==> src/rtl/mem_ctrl.sv <==
// Single-outstanding load/store engine: latches one issued memory op, runs it on
// the SRAM-like d-bus and returns lane-extracted, extended load data to commit.
module mem_ctrl #(
  parameter int ADDR_W = 32,
  parameter int DATA_W = 32,
  parameter int TAG_W  = 6
) (
  input  logic              clk_i,
  input  logic              reset_i,
  input  logic              mem_issued_i,
  input  logic [ADDR_W-1:0] op_addr_i,
  input  logic [DATA_W-1:0] op_wdata_i,
  input  logic [1:0]        op_size_i,
  input  logic              op_store_i,
  input  logic              op_signed_i,
  input  logic [TAG_W-1:0]  op_tag_i,
  input  logic              flush_i,
  output logic              wait_mem_o,
  output logic              d_req_o,
  output logic              d_wr_o,
  output logic [1:0]        d_size_o,
  output logic [ADDR_W-1:0] d_addr_o,
  output logic [DATA_W-1:0] d_wdata_o,
  input  logic              d_addr_ok_i,
  input  logic              d_data_ok_i,
  input  logic [DATA_W-1:0] d_rdata_i,
  output logic              res_valid_o,
  output logic [TAG_W-1:0]  res_tag_o,
  output logic [DATA_W-1:0] res_data_o
);

  typedef enum logic [1:0] {IDLE, REQ, WAIT, DROP} state_e;

  state_e            state_q, state_d;
  logic              latch_en;
  logic              wait_q, req_q;
  logic [ADDR_W-1:0] addr_q;
  logic [DATA_W-1:0] wdata_q, wdata_d;
  logic [1:0]        size_q;
  logic              store_q, signed_q;
  logic [TAG_W-1:0]  tag_q;
  logic [7:0]        lane_b;
  logic [15:0]       lane_h;
  logic [DATA_W-1:0] load_data;

  always_comb begin
    state_d  = state_q;
    latch_en = 1'b0;
    case (state_q)
      IDLE: if (mem_issued_i && !flush_i) begin
        latch_en = 1'b1;
        state_d  = REQ;
      end
      // An accepted request must still see its data_ok, hence DROP on flush.
      REQ: begin
        if (d_addr_ok_i)  state_d = flush_i ? DROP : WAIT;
        else if (flush_i) state_d = IDLE;
      end
      WAIT: begin
        if (flush_i)          state_d = d_data_ok_i ? IDLE : DROP;
        else if (d_data_ok_i) state_d = IDLE;
      end
      DROP: if (d_data_ok_i) state_d = IDLE;
      default: state_d = IDLE;
    endcase
  end

  // Store data is lane-replicated once at latch time so the bus sees it stable.
  always_comb begin
    case (op_size_i)
      2'b00:   wdata_d = {(DATA_W/8){op_wdata_i[7:0]}};
      2'b01:   wdata_d = {(DATA_W/16){op_wdata_i[15:0]}};
      default: wdata_d = op_wdata_i;
    endcase
  end

  always_comb begin
    case (addr_q[1:0])
      2'd0:    lane_b = d_rdata_i[7:0];
      2'd1:    lane_b = d_rdata_i[15:8];
      2'd2:    lane_b = d_rdata_i[23:16];
      default: lane_b = d_rdata_i[31:24];
    endcase
    lane_h = addr_q[1] ? d_rdata_i[31:16] : d_rdata_i[15:0];
    case (size_q)
      2'b00:   load_data = {{(DATA_W-8){signed_q & lane_b[7]}}, lane_b};
      2'b01:   load_data = {{(DATA_W-16){signed_q & lane_h[15]}}, lane_h};
      default: load_data = d_rdata_i;
    endcase
  end

  always_ff @(posedge clk_i) begin
    if (reset_i) begin
      state_q  <= IDLE;
      wait_q   <= 1'b0;
      req_q    <= 1'b0;
      addr_q   <= '0;
      wdata_q  <= '0;
      size_q   <= '0;
      store_q  <= 1'b0;
      signed_q <= 1'b0;
      tag_q    <= '0;
    end else begin
      state_q <= state_d;
      wait_q  <= (state_d != IDLE);
      req_q   <= (state_d == REQ);
      if (latch_en) begin
        addr_q   <= op_addr_i;
        wdata_q  <= wdata_d;
        size_q   <= op_size_i;
        store_q  <= op_store_i;
        signed_q <= op_signed_i;
        tag_q    <= op_tag_i;
      end
    end
  end

  assign wait_mem_o  = wait_q;
  assign d_req_o     = req_q;
  assign d_wr_o      = store_q;
  assign d_size_o    = size_q;
  assign d_addr_o    = addr_q;
  assign d_wdata_o   = wdata_q;
  assign res_valid_o = (state_q == WAIT) && d_data_ok_i && !flush_i;
  assign res_tag_o   = tag_q;
  assign res_data_o  = (res_valid_o && !store_q) ? load_data : '0;

  // Protocol checks: issue only when idle, data_ok only while a request is outstanding.
  assert property (@(posedge clk_i) disable iff (reset_i)
    !(mem_issued_i && state_q != IDLE));
  assert property (@(posedge clk_i) disable iff (reset_i)
    !(d_data_ok_i && !(state_q == WAIT || state_q == DROP)));

endmodule

==> config.mk <==
export PLATFORM = sky130hd
export DESIGN_NAME = mem_ctrl
export DESIGN_NICKNAME = d
export VERILOG_FILES = /design/src/rtl/mem_ctrl.sv
export SDC_FILE = /design/constraint.sdc
export NUM_CORES = 1
export LEC_CHECK = 0
export CAP_MARGIN = 20
export CORE_UTILIZATION = 35
export DETAILED_ROUTE_END_ITERATION = 7
export GPL_ROUTABILITY_DRIVEN = 0
export GPL_TIMING_DRIVEN = 0
export PLACE_DENSITY_LB_ADDON = 0.12
export SETUP_SLACK_MARGIN = 0.2
export SLEW_MARGIN = 20
export SYNTH_ARGS = -nofsm -noshare
export SYNTH_HDL_FRONTEND = slang
export SYNTH_SLANG_ARGS = --single-unit
==> constraint.sdc <==
create_clock -name clk_i -period 1.8 [get_ports clk_i]
set_input_delay 0.36 -clock clk_i [delete_from_list [all_inputs] [get_ports clk_i]]
set_output_delay 0.36 -clock clk_i [all_outputs]
set_load 0.005 [all_outputs]
==> results.cfg <==
[outcome]
status = complete, but fails checks
violations = setup timing

[synthesis]
synthCells = 500
synth_commonest_cells = nand2_1 (142), dfxtp_1 (78), a21oi_1 (64), clkbuf_1 (38), nor2_1 (32)
yosysUniqueCellTypes = 34
syn_nets = 612
synth-async-reset-ratio_pct = 0
ys_seq_area_share_pct = 40.9
synth_area_leaders = dfxtp_1 (41%), nand2_1 (14%), a21oi_1 (8.4%)
yosysTopAreaCell = dfxtp_1
syn_area_um2 = 3820
yosysWarnings = 0
postSynthAreaPerCell_um2 = 7.64
ys_seq_elements = 78
yosysMostFrequentCell = nand2_1
synth_edf_count = 0
ys.flop_type = dfxtp_1
synth_top_area_share_pct = 40.9

[clocking]
clk_pin_slew_ns = 0.09
cts.root.buffer_cell = clkbuf_8
clock_sinks = 78
htree_levels = 3
cts_tree = done
clkLatencyLatePin_ns = 0.35
ctsHoldBuffers = 0
ctsLongestPathBuffers = 2
numCtsBuffers = 9

[sta]
hold_slack_ns = 0.456
hold_viol = 0
setup_slack_ns = -0.747
setup_violations = 99
clock.fmax_mhz = 393
slew_headroom_pct = 51.1
slew_violations = 0
post-route-min-period_ns = 2.55
tightest_slew_ns = 0.733
rsz0062_at_grt = yes
fin_crit_sh_pct = 142
finClkSkew_ns = 0.00956

[setup_path]
worstPathArrival_ns = 2.19
critical_path.max_fanout = 5
crit_path_end_kind = output port
critPathKind = primary input to output port
setup.worst_path.start_class = primary input
crit_required_ns = 1.44

[final_layout]
fin_nets = 886
final_util_pct = 74.0
n_antenna_cell = 0
layout.cells.non_filler = 915
area_growth_pct = 103
layout-drive-gt1-share_pct = 35.6

[floorplanning]
rows = 37
dieArea_um2 = 11300
die_h_um = 106
initial_core_util_pct = 36.5
io_pins = 220
core-area_um2 = 10500
die_w_um = 106

[route]
post_drt_wl_per_cell_um = 18.8
drt_iter0_drc = 262
drc_errors = 0
vias = 4965
ant_nets = 0
vias_per_cell = 5.43
finalWirelength_um = 17200
drt-pass1-iter-count = 8

[placed_design]
dp_hpwl_um = 11000
portBuffers = 216
dpl_worst_slack_ns = -1.34
post-place-cells = 852

[grt]
antenna_found_initial = 0
grt-ovfl-total = 0
grt_first_pass_wirelength_um = 23600
grt_pass1_vias = 4716
grt_max_degree = 15
grt.total_usage_pct = 26.6

[power]
power.density_nw_per_um2 = 583
irDropWorstVdd_mv = 0.396
cellLeakagePower_nw = 3.55

[job]
max-cap-violations = 0

[worst_hold_path]
hold_class = register to register
[logic make-up after synthesis]
| logic type | share of synthesized area (%) |
|---|---|
| and+or+nand+nor | 21.4 |
| AOI/OAI and AO/OA | 24.1 |
| DFF | 40.9 |
| buffers and inverters | 5.34 |
| muxes | 8.29 |
[registers in the layout, indices dropped and copies added, names as in the netlist]
register	cells
wait_mem_o	1
d_req_o	1
d_addr_o	32
d_wdata_o	32
state_q	2
d_size_o	2
d_wr_o	1
res_tag_o	6
signed_q	1
[final timing paths]
kind / start / to / slack [ns] / cells after the start
setup / recovery: d_rdata_i[7] / res_data_o[25] / -0.75 / 10
hold / removal: d_addr_o[26] / d_addr_o[26] / 0.46 / 2
setup reg to reg: state_q[0] / d_wdata_o[22] / -0.17 / 13
hold reg to reg: d_addr_o[26] / d_addr_o[26] / 0.46 / 2
[power by group]
part | switching (mW) | internal [mW] | total, mW | leakage, nW
sequential | 0.0576 | 1.83 | 1.89 | 0.655
combinational | 0.565 | 0.703 | 1.27 | 2.80
clock | 0.709 | 0.654 | 1.36 | 0.0984
total | 1.33 | 3.19 | 4.52 | 3.55
[metal layers]
metal	vias up	part of all wire, %	global-route usage [%]
met5	-	0	0
met4	0	2.2	8.02
met3	38	8.7	7.54
met2	261	51	47.4
met1	2366	38	30.8
li1	2300	-	-
[repair_timing]
action                     in CTS  in global routing
pin swaps                       9                 18
gates resized for setup       226                218
buffers inserted               21                 16
setup endpoints to repair     116                167
gates cloned                    1                  9
[layout make-up]
cell class / instances / area [um2]
multi-input combinational: 371 / 2620
clock buffer: 10 / 128
fill: 771 / 2720
sequential: 78 / 1620
clock inverter: 6 / 71.3
buffer: 44 / 399
tap: 136 / 170
timing repair buffer: 263 / 2710
inverter: 7 / 31.3
[worst max-delay path, stage by stage]
cell             delay (ns)
clkdlybuf4s50_1        0.53
mux2_4                 0.21
nand2_4                0.05
a2111oi_4              0.33
buf_4                  0.19
buf_12                 0.11
buf_6                  0.09
buf_8                  0.11
a21o_1                 0.09
buf_2                  0.11
[through the flow]
step | power (mW) | area [um2] | setup TNS (ns)
2_1_floorplan | 2.29 | 3900 | -0.792
3_3_place_gp | 2.84 | 6230 | -71.48
3_5_place_dp | 2.86 | 6230 | -75.03
4_1_cts | 4.26 | 6810 | -18.08
5_1_grt | 4.72 | 7740 | -29.14
6_report | 4.52 | 7740 | -21.59
[cell usage in the layout (no fill, tap or decap), types with 11 or more instances in the layout]
cell type          n
clkdlybuf4s50_1  139
nand2_1          118
a21oi_1           46
dfxtp_1           40
dfxtp_2           35
buf_2             34
dlymetal6s2s_1    32
buf_6             23
nand2_2           22
nor2_1            19
a21oi_2           18
o21ai_0           17
a21o_1            16
clkbuf_1          16
mux2i_1           16
buf_4             15
buf_8             11
dlygate4sd2_1     11
No activity file was read; power rests on OpenSTA's default activity.
